## src/rtl/y86_pkg.sv

```systemverilog
// ============================================================================
//  Module      : y86_pkg
//  Description : Shared Y-86 constants: instruction codes, the fetch-state
//                encoding and the program-counter width.
//  Revision    : 1.0 - initial release
// ============================================================================
`default_nettype none

package y86_pkg;

    // Program-counter / data word width
    localparam int PC_W = 64;

    // Instruction codes
    localparam logic [3:0] I_HALT   = 4'h0;
    localparam logic [3:0] I_NOP    = 4'h1;
    localparam logic [3:0] I_CMOVXX = 4'h2;
    localparam logic [3:0] I_IRMOVQ = 4'h3;
    localparam logic [3:0] I_RMMOVQ = 4'h4;
    localparam logic [3:0] I_MRMOVQ = 4'h5;
    localparam logic [3:0] I_OPQ    = 4'h6;
    localparam logic [3:0] I_JXX    = 4'h7;
    localparam logic [3:0] I_CALL   = 4'h8;
    localparam logic [3:0] I_RET    = 4'h9;
    localparam logic [3:0] I_PUSHQ  = 4'hA;
    localparam logic [3:0] I_POPQ   = 4'hB;

    // Fetch-state encoding (visible on the f_state port)
    typedef enum logic [1:0] {
        FS_RUN      = 2'd0,
        FS_RET_WAIT = 2'd1,
        FS_HALT     = 2'd2
    } fetch_state_t;

endpackage

`default_nettype wire

```

## src/rtl/fetch_pc_predict.sv

```systemverilog
// ============================================================================
//  Module      : fetch_pc_predict
//  Description : Combinational next-PC prediction. Jumps and calls predict
//                their constant target; everything else (including ret, halt
//                and illegal icodes) predicts the sequential successor.
//  Revision    : 1.0 - initial release
// ============================================================================
`default_nettype none

module fetch_pc_predict
    import y86_pkg::*;
(
    input  logic [3:0]      f_icode,
    input  logic [PC_W-1:0] f_valC,
    input  logic [PC_W-1:0] f_valP,
    output logic [PC_W-1:0] pred
);

    // Taken-branch / call target versus fall-through
    always_comb begin
        pred = f_valP;
        if ((f_icode == I_JXX) || (f_icode == I_CALL)) begin
            pred = f_valC;
        end
    end

endmodule

`default_nettype wire

```

## src/rtl/fetch_pc_select.sv

```systemverilog
// ============================================================================
//  Module      : fetch_pc_select
//  Description : F-stage PC generator for the pipelined Y-86 core. Holds the
//                predicted-PC register, selects the fetch address from the
//                prediction / M-stage mispredict / W-stage ret redirects and
//                bubbles fetch while a ret is unresolved or after halt.
//                Optional build macro FETCH_PERF_EN adds saturating
//                performance counters.
//  Revision    : 1.0 - initial release
// ============================================================================
`default_nettype none

module fetch_pc_select
    import y86_pkg::*;
#(
    parameter logic [PC_W-1:0] RESET_PC = 64'h0
`ifdef FETCH_PERF_EN
    ,
    parameter int CNT_W = 32
`endif
) (
    input  logic            clk,
    input  logic            rst,
    input  logic            F_stall,
    input  logic [3:0]      f_icode,
    input  logic [PC_W-1:0] f_valC,
    input  logic [PC_W-1:0] f_valP,
    input  logic [3:0]      M_icode,
    input  logic            M_cnd,
    input  logic [PC_W-1:0] M_valA,
    input  logic [3:0]      W_icode,
    input  logic [PC_W-1:0] W_valM,
    output logic [PC_W-1:0] f_pc,
    output logic [PC_W-1:0] F_predPC,
    output logic            f_valid,
    output logic [1:0]      f_state
`ifdef FETCH_PERF_EN
    ,
    output logic [CNT_W-1:0] mispred_cnt,
    output logic [CNT_W-1:0] ret_bubble_cnt,
    output logic [CNT_W-1:0] halt_cycles
`endif
);

    logic [PC_W-1:0] r_pred_pc;
    logic [PC_W-1:0] w_pred;
    logic            w_mispred;
    logic            w_wret;
    fetch_state_t    r_state;
    fetch_state_t    w_next_state;

    assign w_mispred = (M_icode == I_JXX) && !M_cnd;
    assign w_wret    = (W_icode == I_RET);

    fetch_pc_predict u_predict (
        .f_icode (f_icode),
        .f_valC  (f_valC),
        .f_valP  (f_valP),
        .pred    (w_pred)
    );

    // Fetch-address select (mispredict beats ret) and fetch validity by state
    always_comb begin
        f_pc = r_pred_pc;
        if (w_mispred) begin
            f_pc = M_valA;
        end else if (w_wret) begin
            f_pc = W_valM;
        end

        f_valid = 1'b1;
        case (r_state)
            FS_RUN:      f_valid = 1'b1;
            FS_RET_WAIT: f_valid = w_mispred || w_wret;
            FS_HALT:     f_valid = w_mispred;
            default:     f_valid = 1'b1;
        endcase
    end

    // Next state follows the icode of a valid fetch; a bubble holds state
    always_comb begin
        w_next_state = r_state;
        if (f_valid) begin
            if (f_icode == I_RET) begin
                w_next_state = FS_RET_WAIT;
            end else if (f_icode == I_HALT) begin
                w_next_state = FS_HALT;
            end else begin
                w_next_state = FS_RUN;
            end
        end
    end

    // Predicted-PC register and state; both hold on stall or bubble
    always_ff @(posedge clk) begin
        if (rst) begin
            r_pred_pc <= RESET_PC;
            r_state   <= FS_RUN;
        end else if (!F_stall) begin
            r_state <= w_next_state;
            if (f_valid) begin
                r_pred_pc <= w_pred;
            end
        end
    end

    assign F_predPC = r_pred_pc;
    assign f_state  = r_state;

`ifdef FETCH_PERF_EN
    logic [CNT_W-1:0] r_mispred_cnt;
    logic [CNT_W-1:0] r_ret_bubble_cnt;
    logic [CNT_W-1:0] r_halt_cycles;

    // Saturating event counters, advanced only on non-stalled cycles
    always_ff @(posedge clk) begin
        if (rst) begin
            r_mispred_cnt    <= '0;
            r_ret_bubble_cnt <= '0;
            r_halt_cycles    <= '0;
        end else if (!F_stall) begin
            if (w_mispred && (r_mispred_cnt != '1)) begin
                r_mispred_cnt <= r_mispred_cnt + 1'b1;
            end
            if ((r_state == FS_RET_WAIT) && !f_valid && (r_ret_bubble_cnt != '1)) begin
                r_ret_bubble_cnt <= r_ret_bubble_cnt + 1'b1;
            end
            if ((r_state == FS_HALT) && !f_valid && (r_halt_cycles != '1)) begin
                r_halt_cycles <= r_halt_cycles + 1'b1;
            end
        end
    end

    assign mispred_cnt    = r_mispred_cnt;
    assign ret_bubble_cnt = r_ret_bubble_cnt;
    assign halt_cycles    = r_halt_cycles;
`endif

endmodule

`default_nettype wire

```

## config.mk

```make
export PLATFORM = sky130hd
export DESIGN_NAME = fetch_pc_select
export DESIGN_NICKNAME = d
export VERILOG_FILES = /design/src/rtl/y86_pkg.sv /design/src/rtl/fetch_pc_predict.sv /design/src/rtl/fetch_pc_select.sv
export SDC_FILE = /design/constraint.sdc
export NUM_CORES = 1
export LEC_CHECK = 0
export BUFFER_PORTS_ARGS = -buffer_cell sky130_fd_sc_hd__buf_4
export CAP_MARGIN = 20
export CORE_AREA = 8 8 150 152
export CTS_CLUSTER_DIAMETER = 200
export DETAILED_ROUTE_END_ITERATION = 6
export DIE_AREA = 0 0 158 160
export PLACE_DENSITY = 0.68
export SLEW_MARGIN = 40
export SYNTH_ARGS = -nofsm -noshare
export SYNTH_HDL_FRONTEND = slang
export SYNTH_SLANG_ARGS = --single-unit
```

## constraint.sdc

```tcl
create_clock -name clk -period 1.6 [get_ports clk]
set_input_delay 0.24 -clock clk [delete_from_list [all_inputs] [get_ports clk]]
set_output_delay 0.24 -clock clk [all_outputs]
set_load 0.01 [all_outputs]
```

# --- After elaboration in Yosys (flattened, before gate mapping) ---
# Index checks and enable logic that the tools add are counted.
totals:
  register_bits: 66
  latchBits: 0
  mem_bits_rw: 0
  rom_bits: 0
  inputBits: 272
  output_inout_bits: 131
  wordCells: 22
  n_memories: 0
classes:
  addsub: 0
  n_mul: 0
  div_mod_pow: 0
  order_cmp: 0
  eq_ne: 7
  n_shift: 0
  mux: 6
  n_bitwise: 1
  reduce_logical: 6
ops:
  columns: ["op", "n"]
  rows:
  - ["$mux 64", 3]
  - ["$eq 4x4->1 const B", 3]
  - ["$eq 4x3->1 const B", 2]
  - ["$logic_not 4->1", 1]
  - ["$mux 2", 2]
  - ["$eq 2x1->1 const B", 1]
  - ["$eq 2x2->1 const B", 1]
  - ["$logic_or 1x1->1", 2]
  - ["$pmux 1 s2", 1]
  - ["$reduce_and 2->1", 1]
  - ["$logic_and 1x1->1", 1]
  - ["$logic_not 1->1", 1]
  - ["$not 1->1", 1]

# --- Depth between registers and ports, before layout ---
# Gate-level depths: netlist of the first run.
depth:
  depth_word: 5
  mapped_depth: 8
  ltp_nobuf: 6

# --- Cells and area by module ---
# From an unflattened synthesis of the first run, not the netlist that was laid out.
hier_totals:
  hier_cells: 965
  hier_area_um2: 7634.8
by_module_without_submodules:
  columns: ["module", "instances", "cells_each", "area_each_um2", "seq_area_each_um2"]
  rows:
  - ["fetch_pc_select", 1, 515, 4347.9, 1321.3]
  - ["fetch_pc_predict", 1, 450, 3286.9, 0.0]

# --- Worst setup path before layout of the first run ---
# Ideal clock, no wire load.
synth_path:
  path_type: "register to register"
  start: "register r_state[0], in the netlist f_state[0]"
  end: "register r_pred_pc[35], in the netlist F_predPC[35]"
  setup_ps: 146
  arrival_ps: 1602
  required_time_ps: 1454
  setup_slack_ps: -148
  stages_incl_launch_ff: 9
  path_buffers: 2
  synth_period_minus_slack_ps: 1748
  cell_sequence: "dfxtp_1 inv_1 ha_1 nor2b_1 a31o_2 buf_6 buf_4 nor3_1 a211oi_2"
synth_between:
  elab_chain_len: 3
  elab_cells_between_ends: 4
  classes_between: "eq/ne (2); mux (1); reduce/logical (1)"
synth_rtl:
  columns: ["element", "line_no", "text"]
  rows:
  - ["start, declared", "fetch_pc_select.sv:49", "fetch_state_t r_state;"]
  - ["start signal, assigned", "fetch_pc_select.sv:100", "r_state <= w_next_state;"]
  - ["$eq 2x2->1 / $eq 2x1->1 (equally long branches)", "fetch_pc_select.sv:72", "case (r_state)"]
  - ["$pmux 1 s2 (*)", "fetch_pc_select.sv:72", null]
  - ["$reduce_and 2->1 (no source line) (*)", null, null]
  - ["end signal, assigned", "fetch_pc_select.sv:102", "r_pred_pc <= w_pred;"]
  - ["end, declared", "fetch_pc_select.sv:45", "logic [PC_W-1:0] r_pred_pc;"]
# Mark *: on every way between the ends. The rest lies on a longest branch, timed or not.
# A chain may end at the register's enable or synchronous reset.

# --- Worst setup path after layout of the first run ---
layout_path:
  start: "input W_icode[1]"
  end: "output f_pc[30]"
layout_between:
  elab_chain_len: 3
layout_rtl:
  columns: ["element", "line_no", "text"]
  rows:
  - ["start, declared", "fetch_pc_select.sv:31", "input logic [3:0] W_icode,"]
  - ["$eq 4x4->1", "fetch_pc_select.sv:53", "assign w_wret = (W_icode == I_RET);"]
  - ["$mux 64", "fetch_pc_select.sv:67", "end else if (w_wret) begin"]
  - ["$mux 64", "fetch_pc_select.sv:65", "if (w_mispred) begin"]
  - ["end, declared", "fetch_pc_select.sv:33", "output logic [PC_W-1:0] f_pc,"]
# No other way between the ends.

==> results of run 1 <==
-- worst max-delay path by stage --
stage | endpoint | depth (start not counted) | startpoint
floorplan | F_predPC[10]$_SDFFE_PP0P_ | 8 | f_state[1]$_SDFFE_PP0P_
global placement | f_pc[30] | 7 | W_icode[1]
detailed placement | f_pc[30] | 7 | W_icode[1]
CTS | f_pc[30] | 8 | W_icode[2]
global route | f_state[0]$_SDFFE_PP0P_ | 9 | f_state[1]$_SDFFE_PP0P_
finish | f_pc[30] | 8 | W_icode[1]
-- where the power goes --
group          total [mW]  leakage [nW]  internal [mW]  switching [mW]
clock                2.24         0.165           1.49           0.753
combinational        2.40          4.07           1.42           0.988
sequential           1.97         0.550           1.78           0.196
-- per-layer routing --
layer / up-vias / wire length, um / track usage (%)
met3: 31 / 2560 / 6.07
met5: - / 0 / 0
li1: 2891 / - / -
met4: 0 / 618 / 7.29
met2: 290 / 13900 / 33.9
met1: 2880 / 9440 / 18.9
-- placed cells by master, fill, tap and decap left out, types with 3 or more instances in the layout --
cell type	instances
sky130_fd_sc_hd__a21oi_1	61
sky130_fd_sc_hd__dfxtp_1	64
sky130_fd_sc_hd__nor3_4	55
sky130_fd_sc_hd__buf_8	8
sky130_fd_sc_hd__nor2_1	63
sky130_fd_sc_hd__a211oi_2	62
sky130_fd_sc_hd__a21oi_2	6
sky130_fd_sc_hd__buf_16	14
sky130_fd_sc_hd__mux2i_1	122
sky130_fd_sc_hd__mux2i_4	5
sky130_fd_sc_hd__clkbuf_8	3
sky130_fd_sc_hd__buf_12	14
sky130_fd_sc_hd__buf_4	416
sky130_fd_sc_hd__buf_6	24
sky130_fd_sc_hd__clkbuf_16	15
sky130_fd_sc_hd__nor3_2	9
-- flip-flops by register name (all words and copies together), names as in the netlist --
register,cells
F_predPC,64
f_state,2
-- logic make-up (layout without fill, tap and decap cells) --
kind of cell	Yosys count	after routing	synth area share [%]
compound gates	137	137	23.9
fa+ha+maj	2	2	0.513
mux	128	128	26.3
buf+inv	59	501	8.63
simple gates	143	143	13.6
flops	66	66	27.1
-- critical path: cells and delay by family --
family	cells	cell delay, ns
buffers and inverters	5	0.71
AND/OR/NAND/NOR	1	0.28
AO/OA/AOI/OAI	1	0.07
multiplexers	1	0.27
-- area by class of cell --
type                    instances  area, sq um
repair buffers                482         4330
clock inverters                 4         72.6
clock buffers                  12          267
flip-flops and latches         66         1330
fillers                      1819         9650
inverters                       3         11.3
multi-input cells             410         4050
well taps                     270          338
-- per-stage QoR --
step                instance area [sq um]  hold WS, ns  util [%]  setup slack (ns)
finish                              10400        0.213      51.9            -0.213
global route                        10400        0.212      51.9            -0.266
CTS                                  9850        0.194      49.1            -0.186
detailed placement                   8600        0.587      42.9            -0.279
global placement                     8600        0.580      42.9            -0.265
floorplan                            5220        0.393         -           0.00301
-- what timing repair did --
action                                  4_1_cts  5_1_grt
endpoints found under the setup margin      131      131
hold buffers                                  0        0
resized for setup                            96       70
gates cloned                                 13        9
endpoints found under the hold margin         0        0
buffers inserted                             17        5
pin swaps                                    69       96
==> metrics list, run 1 <==
* Routability cong.: 0.811
- Initial core utilization: 24.3%
* CTS buffer count: 9
- Yosys mapped the design onto 28 distinct sky130hd cell types.
- In this run the remaining antenna-violating nets after routing total 0.
* Floorplan row count: 52
- H-Tree Level Count: 3
* Unrepaired setup endpoints after global routing: yes
* Maximum capacitance violations: 0
- For this design the ratio of total power to cell area is 637 nW/um^2.
- CTS max path bufs: 2
- The worst setup path is captured at a primary output.
- The detailed router finished its first iteration with 206 violations.
- Synthesis warning total: 0
* Minimum clock period: 1.81 ns
- For hold timing, the worst endpoint is f_state[1]$_SDFFE_PP0P_.
- The checks that failed: negative setup slack.
- For this run, the register share of the synthesized area comes to 27.1%.
- Final net count: 1246
- The run finished, with violations left.
- When the netlist entered floorplanning its net count stood at 809.
- Antenna violations before repair: 0
- Each instance of the synthesized netlist takes up on average 9.11 sq um.
* Kind of start point of the critical path: primary input
* Share of async-settable or async-resettable flops after synthesis: 0%
- Of the cells placed in the final design, the portion with a size suffix greater than 1 is 67.1%.
- Cells along the critical path: buf_6 -> nor4bb_4 -> buf_4 -> buf_12 -> buf_8 -> mux2i_4 -> a21oi_2 -> buf_4
- Yosys reg bits: 66
- Number of cells traversed by the worst hold path: 4
- DP Wirelength: 18.1 mm
* Buffer type at the clock tree root: sky130_fd_sc_hd__clkbuf_16
- Along the worst path, the maximum fanout reaches 7.
- Relative to the synthesized area, the layout overhead comes to 113%.
- The critical path is of the primary input to primary output type.
- Total die area: 25300 sq um
* Io pins: 403
- Entering global routing, the biggest net connects 67 pins.
- Path type of the worst min-delay path: primary input to flop
- Tightest Pin Transition: 0.473 ns
* Wire length of the first global-routing pass: 36.1 mm
- Among all cell types in the netlist, the one instantiated most often is sky130_fd_sc_hd__mux2i_1.
- CTS Sinks: 66
- Average vias per placed instance: 4.89
- Cell type with the largest total area after synthesis: sky130_fd_sc_hd__dfxtp_1
* GRT Resource Usage Total: 18.5%
- After clock tree synthesis, the clock-pin slew on the worst setup and hold paths is 0.06 ns.
* X dimension of the die: 158 um
- Most common library cells after synthesis: sky130_fd_sc_hd__mux2i_1 (128), sky130_fd_sc_hd__a21oi_1 (68), sky130_fd_sc_hd__dfxtp_1 (66), sky130_fd_sc_hd__nor2_1 (66), sky130_fd_sc_hd__nor3_1 (65)
* Std-Cell Core Area: 20000 sq um
* Max Clock Freq: 0.552 GHz
* Minimum setup slack in the final design: -0.213 ns
- Ranked by total cell area, the synthesized netlist is headed by sky130_fd_sc_hd__dfxtp_1 (27%), sky130_fd_sc_hd__mux2i_1 (26%), sky130_fd_sc_hd__a211oi_2 (15%).
* Final hold violations: 0
- After routing, the total negative slack on setup checks comes to -17.23 ns.
- Source of the worst register-to-register timing path: f_state[1]$_SDFFE_PP0P_
- CTS tree: yes
- Cell count of the worst reg-to-reg path: 9
- Number of placed instances, taps included: 1190
- Fraction of the cycle the final worst path needs: 113%
* Most instantiated flip-flop cell in the synthesis netlist: sky130_fd_sc_hd__dfxtp_1
- On the worst path, the slowest cell contributes a delay of 0.28 ns.
- Counting flops with a built-in enable in the synthesized netlist gives 0.
- Routed WL per cell: 21.2 um
- For this run the aggregate overflow at the end of global routing stands at 0.
- Across the VDD grid, the largest voltage drop is 377 uV.
- Max_slew headroom: 68.5%
- Remaining DRCs: 0
* WP data arrival: 1.57 ns
- Input and output buffers added on the ports amount to 402.
- Setup violations remaining at the end of the flow were counted as 131.
- Design Power: 6.62 mW
* Final standard cell count with taps included and fillers excluded: 1247
- Most repeated library cell on the critical path: sky130_fd_sc_hd__buf_4
- In this run the cell area of the synthesized design comes to 4870 sq um.
- Data required time at the worst endpoint: 1.36 ns
- The endpoint identified for the worst register-to-register timing path is f_state[0]$_SDFFE_PP0P_.
- The number of antenna diodes in the final layout is 0.
- Final Skew: 0.00519 ns
* Number of global-route vias before repair: 6429
- Summing over every cut layer, the via total after detailed routing is 6092.
- WL final: 26.5 mm
- The first detailed-routing pass ran for 5 iterations.
- The final max-slew violation count came to 0.
* Die height: 160 um
- The cell count after synthesis came out at 535.
* Startpoint of the worst hold path: f_icode[2]
- Among all stages on the critical path, the largest delay is contributed by sky130_fd_sc_hd__nor4bb_4.
- Top-area cell type share of the netlist area: 27.1%
- The worst register-to-register path has a setup slack of -0.18 ns.
- At the later pin of the worst-skew pair, clock insertion delay measures 0.33 ns.
- Leakage: 4.79 nW
Note: power is estimated with default switching activity, not from simulation.
==> inputs of run 2 (changes only) <==
Settings changed: RECOVER_POWER from default to 50.
==> run 2 against run 1 <==
  * Setup slack got worse by 0.0017 ns
  * Flip-flop and latch count unchanged
  * Cell area decreased by 1.2%
  * Power decreased by 0.82%
  * Combinational power decreased by 2%
  * First-iteration DRC count increased by 2.4%
  * Largest power group unchanged
  * Global-route usage unchanged
  * The flow still finishes with violations (negative setup slack)
  * Clock power about the same
  * Sequential power about the same
==> metrics list, run 2 (synthesis gave the netlist of run 1 again) <==
* Minimum hold slack: 0.212 ns (-0.00142 ns)
- The detailed route wirelength on metal3 is 2.60 mm (+1.7%).
* Initial core utilization: 24.3% (unchanged)
- The min-delay analysis places its worst path in the category primary input to flop.
- Number of global-route vias before repair: 6429 (unchanged)
* Critical Setup Path Class: primary input to primary output
- Commonest cells after routing, fill and taps aside: sky130_fd_sc_hd__buf_4 (383), sky130_fd_sc_hd__mux2i_1 (122), sky130_fd_sc_hd__dfxtp_1 (64)
* Minimum clock period: 1.81 ns (+0.00172 ns)
- Number of hold buffers added after CTS: 0 (unchanged)
- Io pins: 403 (unchanged)
- The total negative slack is -17.25 ns (-0.0213 ns).
* Wire length of the first global-routing pass: 36.1 mm (unchanged)
- Routability cong.: 0.811 (unchanged)
- The number of search-and-repair iterations in the first detailed-routing pass came to 4 (-1).
- Die height: 160 um (unchanged)
* Fraction of the cycle the final worst path needs: 113% (about the same)
* Most repeated library cell on the critical path: sky130_fd_sc_hd__buf_4
- Cell count of the worst reg-to-reg path: 9 (unchanged)
- Pre-CTS WS: -0.279 ns (unchanged)
* Result of the run: finished with violations
- The slack of the worst reg-to-reg path is -0.18 ns (about the same).
- The power consumption came to 6.56 mW (-0.82%).
- Final max-slew violation count: 0 (unchanged)
- The worst register-to-register path begins at f_state[1]$_SDFFE_PP0P_.
* WP data arrival: 1.57 ns (about the same)
- Total cell area at the placement stage: 8600 sq um (unchanged)
- The wire length per cell after detailed routing is 21.2 um (about the same).
- The clock slew seen by the registers of the worst setup and hold paths came to 0.06 ns (about the same).
- The critical-path maximum fanout came to 7 (unchanged).
- The worst hold path stage count was 4 (unchanged).
- The slowest stage of the critical path belongs to the cell sky130_fd_sc_hd__nor4bb_4.
- The worst setup path is captured at a primary output.
* Final hold violations: 0 (unchanged)
* Peak supply drop: 377 uV (about the same)
- Count of antenna-violating nets left after detailed routing: 0 (unchanged)
- The worst register-to-register path ends at f_state[0]$_SDFFE_PP0P_.
- The detailed-route wire length came to 26.5 mm (about the same).
* Total number of vias: 6099 (+0.11%)
* Max_slew headroom: 68.2% (-0.26 points)
- GRT Resource Usage Total: 18.5% (unchanged)
- Total die area: 25300 sq um (unchanged)
* Hold worst-path end: f_state[1]$_SDFFE_PP0P_
- Setup repair after global routing could not meet its margin everywhere.
* Number of placed instances, taps included: 1190 (unchanged)
- The core footprint came to 20000 sq um (unchanged).
* Cells along the critical path: buf_6 -> nor4bb_4 -> buf_4 -> buf_12 -> buf_8 -> mux2i_4 -> a21oi_2 -> buf_4
* Floorplan row count: 52 (unchanged)
- The count of maximum capacitance violations is 0 (unchanged).
- The clock buffer count from CTS was 9 (unchanged).
- The critical path's largest stage delay is 0.28 ns (about the same).
- Utilization of the core after routing: 51.2% (-0.62 points)
- Total routed wire length on the met1 layer: 9.46 mm (+0.28%)
- The amount of wire on met2 after detailed routing is 13.8 mm (-0.42%).
- The pin slew with the least headroom to its limit came to 0.476 ns (+0.00397 ns).
- The H-tree level count came to 3 (unchanged).
- Leaving out fill and tap cells, the most frequent cell in the layout is sky130_fd_sc_hd__buf_4.
- Synthesis-to-finish area growth: 111%
- Data required time at the worst endpoint: 1.36 ns (about the same)
- The clock tree buffer depth is 2 (unchanged).
* Kind of start point of the critical path: primary input
* Max Clock Freq: 0.551 GHz (about the same)
- Leakage: 4.66 nW (-2.7%)
* Fraction of layout instances using a drive strength above 1: 63.8% (-3.4 points)
* CTS Sinks: 66 (unchanged)
* Remaining DRCs: 0 (unchanged)
* Setup violations, final: 131 (unchanged)
- The final standard cell count with taps included and fillers excluded came to 1247 (unchanged).
- The number of buffers and inverters on the critical path was 5 (unchanged).
* Final Skew: 0.00499 ns (-0.000192 ns)
* Maximum number of pins on one net before global-route repair: 67 (unchanged)
- The width of the die was 158 um (unchanged).
* Top Metal Used: met4
* Buffer type at the clock tree root: sky130_fd_sc_hd__clkbuf_16
- The number of violations reported at the end of detailed-routing iteration 0 was 211 (+2.4%).
- In this run the most critical hold path is launched from f_icode[2].
- Violations in the final reports: negative setup slack
* Number of buffers inserted by port buffering: 402 (unchanged)
- The power density of the placed cells was 639 nW/um^2 (+0.38%).
* Minimum setup slack in the final design: -0.214 ns (-0.00172 ns)
- Average vias per placed instance: 4.89 (+0.11%)
- Flip-flop count of the largest register after layout: 64 (unchanged)
- The detailed-placement wirelength estimate came to 18.1 mm (unchanged).
- The clock latency on the worst-skew pair is 0.33 ns (about the same).
* CTS tree: yes
- The initial antenna violation count came to 0 (unchanged).
- The diode insertion count for antenna repair is 0 (unchanged).
* Post-Layout Inst Area: 10300 sq um (-1.2%)
- Global route total overflow: 0 (unchanged)
- Critical path's top delay family: buffers and inverters
* Final net count: 1246 (unchanged)
==> run 2: cell count changes in the layout (fill, tap and decap cells not counted) <==
| cell | before | now |
|---|---|---|
| sky130_fd_sc_hd__buf_4 | 416 | 383 |
| sky130_fd_sc_hd__clkbuf_1 | 0 | 33 |
==> run 2: worst min-delay path: stages <==
cell                      delay (ns)
sky130_fd_sc_hd__buf_4          0.10
sky130_fd_sc_hd__nor4_1         0.06
sky130_fd_sc_hd__o21ai_2        0.06
sky130_fd_sc_hd__a21oi_2        0.04
==> run 2: worst max-delay path by stage <==
stage | endpoint | slack, ns | from | cells after the start
3_3_place_gp | f_pc[30] | -0.26 | W_icode[1] | 7
4_1_cts | f_pc[30] | -0.19 | W_icode[2] | 8
2_1_floorplan | F_predPC[10]$_SDFFE_PP0P_ | 0.003 | f_state[1]$_SDFFE_PP0P_ | 8
6_report | f_pc[30] | -0.21 | W_icode[1] | 8
5_1_grt | f_state[0]$_SDFFE_PP0P_ | -0.27 | f_state[1]$_SDFFE_PP0P_ | 9
3_5_place_dp | f_pc[30] | -0.28 | W_icode[1] | 7
==> run 2: layout make-up <==
cell class                 count  area, sq um
sequential                    66         1330
clock inverter                 4         72.6
timing repair buffer         482         4210
clock buffer                  12          267
tap                          270          338
fill                        1852         9770
inverter                       3         11.3
multi-input combinational    410         4050
==> run 2: power by group <==
| group | internal (mW) | leakage (nW) | total [mW] | switching, mW |
|---|---|---|---|---|
| Sequential | 1.78 | 0.550 | 1.97 | 0.194 |
| Clock | 1.49 | 0.165 | 2.24 | 0.750 |
| Combinational | 1.37 | 3.94 | 2.35 | 0.989 |
| Total | 4.63 | 4.66 | 6.56 | 1.93 |
==> run 2: routing by layer <==
metal / global-route usage [%] / up-vias
met5: 0 / -
met4: 7.29 / 0
met3: 6.07 / 31
met2: 33.9 / 294
met1: 18.9 / 2881
li1: - / 2893
==> run 2: what timing repair did <==
item | in CTS | in global routing
resized for setup | 96 | 70
endpoints found under the setup margin | 131 | 131
gates cloned | 13 | 9
pin swaps | 69 | 96
setup buffers | 17 | 5
endpoints found under the hold margin | 0 | 0
